$ cat config.mk
export PLATFORM = sky130hd
export DESIGN_NAME = load_window
export DESIGN_NICKNAME = d
export VERILOG_FILES = /design/src/rtl/load_window_pkg.sv /design/src/rtl/window_addr_gen.sv /design/src/rtl/load_window.sv
export SDC_FILE = /design/constraint.sdc
export NUM_CORES = 1
export LEC_CHECK = 0
export BUFFER_PORTS_ARGS = -buffer_cell sky130_fd_sc_hd__buf_2
export CORE_ASPECT_RATIO = 0.75
export CORE_MARGIN = 10
export CORE_UTILIZATION = 60
export DETAILED_ROUTE_END_ITERATION = 10
export PLACE_DENSITY = 0.85
export SYNTH_ARGS = -nofsm -noshare
export SYNTH_HDL_FRONTEND = slang
export SYNTH_SLANG_ARGS = --single-unit
$ cat constraint.sdc
create_clock -name clk -period 19.2 [get_ports clk]
set_input_delay 1.92 -clock clk [delete_from_list [all_inputs] [get_ports clk]]
set_output_delay 1.92 -clock clk [all_outputs]
set_load 0.02 [all_outputs]
$ cat src/rtl/load_window_pkg.sv
// Shared types and defaults for the load_window sliding-window fetcher.
package load_window_pkg;

    typedef enum logic [1:0] {
        IDLE  = 2'd0,
        FETCH = 2'd1,
        DRAIN = 2'd2,
        HOLD  = 2'd3
    } state_t;

    localparam int KSIZE_DEF         = 3;
    localparam int DATA_WIDTH_DEF    = 8;
    localparam int BRAM_WIDTH_DEF    = 32;
    localparam int BRAM_ADDR_BIT_DEF = 32;
    localparam int BRAM_LAT_DEF      = 1;

    // Width of the byte-lane select field; at least one bit so it can be stored.
    function automatic int lane_sel_w(input int bram_width);
        int w;
        w = $clog2(bram_width / 8);
        return (w < 1) ? 1 : w;
    endfunction

endpackage

$ cat src/rtl/window_addr_gen.sv
// Window position tracker: captures frame geometry, walks (row, col) and
// produces the byte address of the current column 0 for every kernel row.
module window_addr_gen
    import load_window_pkg::*;
#(
    parameter int KSIZE         = KSIZE_DEF,
    parameter int BRAM_ADDR_BIT = BRAM_ADDR_BIT_DEF
) (
    input  logic                            clk,
    input  logic                            rst,
    input  logic                            start,
    input  logic                            advance,
    input  logic [BRAM_ADDR_BIT-1:0]        base_addr,
    input  logic [11:0]                     width,
    input  logic [11:0]                     height,
    input  logic [2:0]                      stride,
    output logic [KSIZE*BRAM_ADDR_BIT-1:0]  row_addr,
    output logic [11:0]                     col,
    output logic [2:0]                      step,
    output logic                            col_step,
    output logic                            row_step,
    output logic                            size_bad
);

    logic [BRAM_ADDR_BIT-1:0] base_q, base_d;
    logic [11:0]              width_q, width_d;
    logic [11:0]              height_q, height_d;
    logic [2:0]               stride_q, stride_d;
    logic [11:0]              col_q, col_d;
    logic [11:0]              row_q, row_d;
    logic [13:0]              col_end, row_end;
    logic [BRAM_ADDR_BIT-1:0] row_base;

    always_comb begin
        col_end  = 14'(col_q) + 14'(stride_q) + 14'(KSIZE);
        row_end  = 14'(row_q) + 14'(stride_q) + 14'(KSIZE);
        col_step = (col_end <= 14'(width_q));
        row_step = (row_end <= 14'(height_q));
        size_bad = (width < 12'(KSIZE)) || (height < 12'(KSIZE));

        // All address math wraps at the bus width.
        row_base = base_q + BRAM_ADDR_BIT'(row_q) * BRAM_ADDR_BIT'(width_q);
        for (int k = 0; k < KSIZE; k++) begin
            row_addr[k*BRAM_ADDR_BIT +: BRAM_ADDR_BIT] =
                row_base + BRAM_ADDR_BIT'(k) * BRAM_ADDR_BIT'(width_q);
        end
    end

    always_comb begin
        base_d   = base_q;
        width_d  = width_q;
        height_d = height_q;
        stride_d = stride_q;
        col_d    = col_q;
        row_d    = row_q;
        if (start) begin
            base_d   = base_addr;
            width_d  = width;
            height_d = height;
            stride_d = (stride == 3'd0) ? 3'd1 : stride;
            col_d    = '0;
            row_d    = '0;
        end else if (advance) begin
            if (col_step) begin
                col_d = col_q + 12'(stride_q);
            end else if (row_step) begin
                col_d = '0;
                row_d = row_q + 12'(stride_q);
            end
        end
    end

    always_ff @(posedge clk or negedge rst) begin
        if (!rst) begin
            base_q   <= '0;
            width_q  <= '0;
            height_q <= '0;
            stride_q <= '0;
            col_q    <= '0;
            row_q    <= '0;
        end else begin
            base_q   <= base_d;
            width_q  <= width_d;
            height_q <= height_d;
            stride_q <= stride_d;
            col_q    <= col_d;
            row_q    <= row_d;
        end
    end

    assign col  = col_q;
    assign step = stride_q;

endmodule

$ cat src/rtl/load_window.sv
// KSIZE x KSIZE window fetcher over a byte-addressed BRAM plane, one read port
// per kernel row. Optional column reuse is enabled by macro LOAD_WINDOW_REUSE_EN.
module load_window
    import load_window_pkg::*;
#(
    parameter int KSIZE         = KSIZE_DEF,
    parameter int DATA_WIDTH    = DATA_WIDTH_DEF,
    parameter int BRAM_WIDTH    = BRAM_WIDTH_DEF,
    parameter int BRAM_ADDR_BIT = BRAM_ADDR_BIT_DEF,
    parameter int BRAM_LAT      = BRAM_LAT_DEF
) (
    input  logic                              clk,
    input  logic                              rst,
    input  logic [BRAM_ADDR_BIT-1:0]          base_addr,
    input  logic [11:0]                       width,
    input  logic [11:0]                       height,
    input  logic [2:0]                        stride,
    input  logic                              frame_start,
    output logic                              win_valid,
    input  logic                              win_ready,
    output logic [KSIZE*KSIZE*DATA_WIDTH-1:0] window,
    output logic                              frame_done,
    output logic                              busy,
    output logic                              BRAM_clk,
    output logic                              BRAM_en,
    output logic                              BRAM_rst,
    output logic [BRAM_WIDTH-1:0]             BRAM_din,
    output logic [BRAM_WIDTH/8-1:0]           BRAM_wen,
    output logic [KSIZE*BRAM_ADDR_BIT-1:0]    BRAM_addr,
    input  logic [KSIZE*BRAM_WIDTH-1:0]       BRAM_dout
);

    localparam int LSW = lane_sel_w(BRAM_WIDTH);
    localparam int AW  = BRAM_ADDR_BIT;
    localparam int WW  = KSIZE*KSIZE*DATA_WIDTH;

    state_t                 state_q, state_d;
    logic [2:0]             n_q, n_d;
    logic [2:0]             nfetch_q, nfetch_d;
    logic [1:0]             drain_q, drain_d;
    logic                   done_q, done_d;
    logic [WW-1:0]          win_q, win_d;
    logic [BRAM_LAT-1:0]    pv_q, pv_d;
    logic [2:0]             pcol_q [BRAM_LAT];
    logic [2:0]             pcol_d [BRAM_LAT];
    logic [KSIZE*LSW-1:0]   plane_q [BRAM_LAT];
    logic [KSIZE*LSW-1:0]   plane_d [BRAM_LAT];

    logic                   gen_start, gen_adv;
    logic [KSIZE*AW-1:0]    row_addr;
    logic [11:0]            col;
    logic [2:0]             step;
    logic                   col_step, row_step, size_bad, reuse;
    logic [2:0]             colofs;
    logic [KSIZE*AW-1:0]    issue_addr;
    logic [LSW-1:0]         lane;

    window_addr_gen #(
        .KSIZE        (KSIZE),
        .BRAM_ADDR_BIT(BRAM_ADDR_BIT)
    ) u_addr_gen (
        .clk      (clk),
        .rst      (rst),
        .start    (gen_start),
        .advance  (gen_adv),
        .base_addr(base_addr),
        .width    (width),
        .height   (height),
        .stride   (stride),
        .row_addr (row_addr),
        .col      (col),
        .step     (step),
        .col_step (col_step),
        .row_step (row_step),
        .size_bad (size_bad)
    );

`ifdef LOAD_WINDOW_REUSE_EN
    // Reuse only when staying on the same row band (next col != 0).
    assign reuse = col_step;
`else
    assign reuse = 1'b0;
`endif

    // Fetch only the rightmost nfetch columns; earlier ones are already in place.
    always_comb begin
        colofs = 3'(KSIZE) - nfetch_q + n_q;
        for (int k = 0; k < KSIZE; k++) begin
            issue_addr[k*AW +: AW] = row_addr[k*AW +: AW] + AW'(col) + AW'(colofs);
        end
        BRAM_addr = (state_q == FETCH) ? issue_addr : '0;
    end

    always_comb begin
        pv_d[0]    = (state_q == FETCH);
        pcol_d[0]  = colofs;
        plane_d[0] = '0;
        for (int k = 0; k < KSIZE; k++) begin
            plane_d[0][k*LSW +: LSW] = issue_addr[k*AW +: LSW];
        end
        for (int s = 1; s < BRAM_LAT; s++) begin
            pv_d[s]    = pv_q[s-1];
            pcol_d[s]  = pcol_q[s-1];
            plane_d[s] = plane_q[s-1];
        end
    end

    always_comb begin
        win_d = win_q;
        lane  = '0;
        if (state_q == HOLD && win_ready && reuse) begin
            for (int i = 0; i < KSIZE; i++) begin
                for (int j = 0; j < KSIZE; j++) begin
                    if (j + int'(step) < KSIZE) begin
                        win_d[(i*KSIZE+j)*DATA_WIDTH +: DATA_WIDTH] =
                            win_q[(i*KSIZE+j+int'(step))*DATA_WIDTH +: DATA_WIDTH];
                    end
                end
            end
        end
        if (pv_q[BRAM_LAT-1]) begin
            for (int k = 0; k < KSIZE; k++) begin
                lane = (BRAM_WIDTH > 8) ? plane_q[BRAM_LAT-1][k*LSW +: LSW] : '0;
                win_d[(k*KSIZE + int'(pcol_q[BRAM_LAT-1]))*DATA_WIDTH +: DATA_WIDTH] =
                    BRAM_dout[k*BRAM_WIDTH + int'(lane)*8 +: DATA_WIDTH];
            end
        end
    end

    always_comb begin
        state_d   = state_q;
        n_d       = n_q;
        nfetch_d  = nfetch_q;
        drain_d   = drain_q;
        done_d    = 1'b0;
        gen_start = 1'b0;
        gen_adv   = 1'b0;
        case (state_q)
            IDLE: begin
                if (frame_start) begin
                    gen_start = 1'b1;
                    if (size_bad) begin
                        done_d = 1'b1;
                    end else begin
                        state_d  = FETCH;
                        n_d      = '0;
                        nfetch_d = 3'(KSIZE);
                    end
                end
            end
            FETCH: begin
                if (n_q == nfetch_q - 3'd1) begin
                    state_d = DRAIN;
                    n_d     = '0;
                    drain_d = '0;
                end else begin
                    n_d = n_q + 3'd1;
                end
            end
            DRAIN: begin
                if (drain_q == 2'(BRAM_LAT-1)) begin
                    state_d = HOLD;
                    drain_d = '0;
                end else begin
                    drain_d = drain_q + 2'd1;
                end
            end
            HOLD: begin
                if (win_ready) begin
                    gen_adv = 1'b1;
                    if (col_step || row_step) begin
                        state_d  = FETCH;
                        n_d      = '0;
                        nfetch_d = reuse ? step : 3'(KSIZE);
                    end else begin
                        state_d = IDLE;
                        done_d  = 1'b1;
                    end
                end
            end
            default: state_d = IDLE;
        endcase
    end

    always_ff @(posedge clk or negedge rst) begin
        if (!rst) begin
            state_q  <= IDLE;
            n_q      <= '0;
            nfetch_q <= '0;
            drain_q  <= '0;
            done_q   <= 1'b0;
            win_q    <= '0;
            pv_q     <= '0;
            for (int s = 0; s < BRAM_LAT; s++) begin
                pcol_q[s]  <= '0;
                plane_q[s] <= '0;
            end
        end else begin
            state_q  <= state_d;
            n_q      <= n_d;
            nfetch_q <= nfetch_d;
            drain_q  <= drain_d;
            done_q   <= done_d;
            win_q    <= win_d;
            pv_q     <= pv_d;
            for (int s = 0; s < BRAM_LAT; s++) begin
                pcol_q[s]  <= pcol_d[s];
                plane_q[s] <= plane_d[s];
            end
        end
    end

    assign win_valid  = (state_q == HOLD);
    assign busy       = (state_q != IDLE);
    assign frame_done = done_q;
    assign window     = win_q;
    assign BRAM_clk   = clk;
    assign BRAM_en    = 1'b1;
    assign BRAM_rst   = 1'b0;
    assign BRAM_din   = '0;
    assign BRAM_wen   = '0;

endmodule

==> results.py <==
metrics = {
    "sta": {
        "finalWorstSetupSlack_ns": 7.28,
        "setup_viol": 0,
        "hold_violations": 0,
        "relSlewSlack_pct": 15.2,
        "worst_slew_pin_slew_ns": 1.27,
        "clock_skew_ns": 0.0171,
        "fin_setup_tns_ns": 0,
        "rsz0062_at_grt": "false",
        "drv_slew": 0,
    },
    "clock_network": {
        "post_cts_buffers": 0,
        "clk_pin_slew_ns": 0.07,
        "clock_latency_ns": 0.58,
        "cts_resized": 0,
        "postCtsHoldBufs": 0,
        "cts_tree": "yes",
    },
    "critical_path": {
        "critPathBufInv": 3,
        "crit_start": "clk",
        "r2r-start": "u_addr_gen.row_q[0]",
        "max_stage_delay_ns": 0.15,
        "critPathLaunchType": "clock port",
        "path_max_fanout": 2,
        "cp_top_family": "buffers and inverters",
        "crit_type": "clk2out",
        "cp_data_required_time_ns": 17.28,
        "slowest_stage": "buf_2",
        "path_cells": "clkbuf_16, clkbuf_16, buf_2",
        "crit_path_frequent_cell": "clkbuf_16",
        "crit_path_end_kind": "output pin",
        "arrival_ns": 10.00,
    },
    "synth": {
        "synthFlopType": "dfrtp_1",
        "netlist_instances": 2496,
        "yosysSeqAreaShare_pct": 20.7,
        "synth_top_cell_area_share_pct": 20.7,
        "yosys_warnings": 0,
        "yosys-top-cells-area": "dfrtp_1 (21%), fa_1 (15%), ha_1 (12%)",
        "ys_async_sr_fraction_pct": 100,
        "syn_area_per_cell_um2": 8.36,
        "yosysTopAreaCell": "dfrtp_1",
        "netlist_area_um2": 20900,
        "ys_ff_latch": 173,
        "synth_enable_flop_cells": 0,
        "ys_types": 82,
    },
    "routing": {
        "vias_per_cell": 6.11,
        "antenna_left": 0,
        "drt_iter0_markers": 2606,
        "wl_per_cell_um": 22.2,
        "drt-total-wl_um": 71300,
        "drc": 0,
        "vias": 19600,
        "drtPass1Iterations": 7,
    },
    "power_and_ir_drop": {
        "p_leak_nw": 11.6,
        "powerDensity_nw_per_um2": 160,
        "ir_drop_uv": 145,
    },
    "layout": {
        "fin_nets": 3258,
        "instances_no_fill": 3216,
        "antenna_cells": 0,
        "drive_above_1_share_pct": 16.3,
        "syn2layout_area_growth_pct": 11.4,
    },
    "placed_design": {
        "port_buffers": 330,
        "post-place-ws_ns": 7.54,
        "hpwlAfterDp_um": 58200,
        "gp_congestion": 1.02,
        "dp.cells": 3182,
    },
    "die": {
        "die_x_um": 235,
        "die_h_um": 182,
        "die_area_um2": 42700,
        "core_um2": 34500,
        "initial_core_util_pct": 60.5,
        "ios": 369,
        "num_rows": 59,
    },
    "grt": {
        "grt_pass1_vias": 19200,
        "grt_overflow_total": 0,
        "grt_pass1_wl_um": 110000,
        "antenna_found_initial": 0,
        "grt.total_usage_pct": 32.5,
        "grt_max_degree": 113,
    },
    "status": {
        "outcome": "completed",
    },
    "min_path": {
        "hp-start": "window[39]",
        "min_path_type": "reg2reg",
    },
    "job": {
        "maxCapViolCount": 0,
    },
}
==> layout make-up <==
type                            count  area, um2
Clock inverter                     13        129
Clock buffer                       22        519
Inverter                          262        983
Sequential cell                   173       4330
Timing Repair Buffer              339       1730
Multi-Input combinational cell   1950      15000
Tap cell                          457        572
Fill cell                        2818      11200
==> flip-flops by register name (all words and copies together), names as in the netlist, 5 cells and up <==
signal	count
plane_q	5
u_addr_gen.col	12
u_addr_gen.height_q	12
u_addr_gen.width_q	12
window	72
u_addr_gen.row_q	12
u_addr_gen.base_q	32
==> tightest hold or removal path, stage by stage, from the launching register on <==
cell and delay, ns:
dfrtp_1 0.34, nand2_1 0.05, o21ai_0 0.06
==> Yosys cell counts, drive strengths merged (27+ instances only) <==
cell type	instances
a21o	27
a21oi	138
and2	108
buf	49
clkbuf	98
dfrtp	173
fa	158
ha	194
inv	262
nand2	357
nand3	49
nor2	170
nor3	32
o21ai	160
o22ai	56
xnor2	65
xor2	49
==> layout by cell type (no fill, tap or decap), drive strengths merged, types with 18 or more instances in the layout <==
master,n
dfrtp,173
nor2,170
conb,38
nand2,357
nor3,32
o21a,20
o22ai,56
a31oi,21
nand3,49
mux2i,20
clkbuf,21
nand2b,22
mux4,24
a21o,27
and2,108
a22oi,19
nand4,19
inv,269
buf,340
and3,20
ha,194
fa,158
xnor2,65
mux2,18
a21oi,138
xor2,49
o21ai,160
==> cell families after synthesis <==
kind of cell / after synthesis / share of synthesized area, %
and+or+nand+nor: 863 / 19.6
muxes: 62 / 4.52
buffers and inverters: 409 / 8.13
xor gates and xnor gates: 114 / 4.96
DFF: 173 / 20.7
adders and majority gates: 352 / 26.8
other: 2 / 0.0360
AOI/OAI and AO/OA: 521 / 15.2
==> stage by stage <==
| step | instance area (um2) | power (mW) | util [%] | hold slack, ns |
|---|---|---|---|---|
| final | 23300 | 3.72 | 67.4 | 0.482 |
| after global routing | 23300 | 3.99 | 67.4 | 0.506 |
| after CTS | 23300 | 3.65 | 67.4 | 0.483 |
| after detailed placement | 22600 | 3.25 | 65.6 | 0.466 |
| after global placement | 22600 | 3.16 | 65.6 | 0.457 |
| after floorplan | 21000 | 2.41 | - | 0.452 |
==> per-layer routing <==
metal / up-vias / routed length [um] / track usage (%)
met3: 103 / 8580 / 9.58
met2: 1083 / 30900 / 48.0
li1: 8851 / - / -
met1: 9604 / 30600 / 46.3
met4: 0 / 1220 / 6.96
met5: - / 0 / 0
==> path summary, 6_finish.rpt <==
kind / slack [ns] / cells past startpoint / to
max in group asynchronous: 15.84 / 3 / window[2]
worst max-delay path: 7.28 / 3 / BRAM_clk
worst min register to register: 0.48 / 2 / window[39]
worst min-delay path: 0.48 / 2 / window[39]
worst max register to register: 13.74 / 19 / u_addr_gen.col[0]
min in group asynchronous: 1.24 / 1 / u_addr_gen.base_q[23]
==> where the power goes <==
part	total, mW	switching [mW]	internal, mW
Combinational	2.63	1.71	0.921
Clock	0.387	0.185	0.202
Sequential	0.705	0.200	0.505
Total	3.72	2.09	1.63
Power figures use the tool's default switching activity.
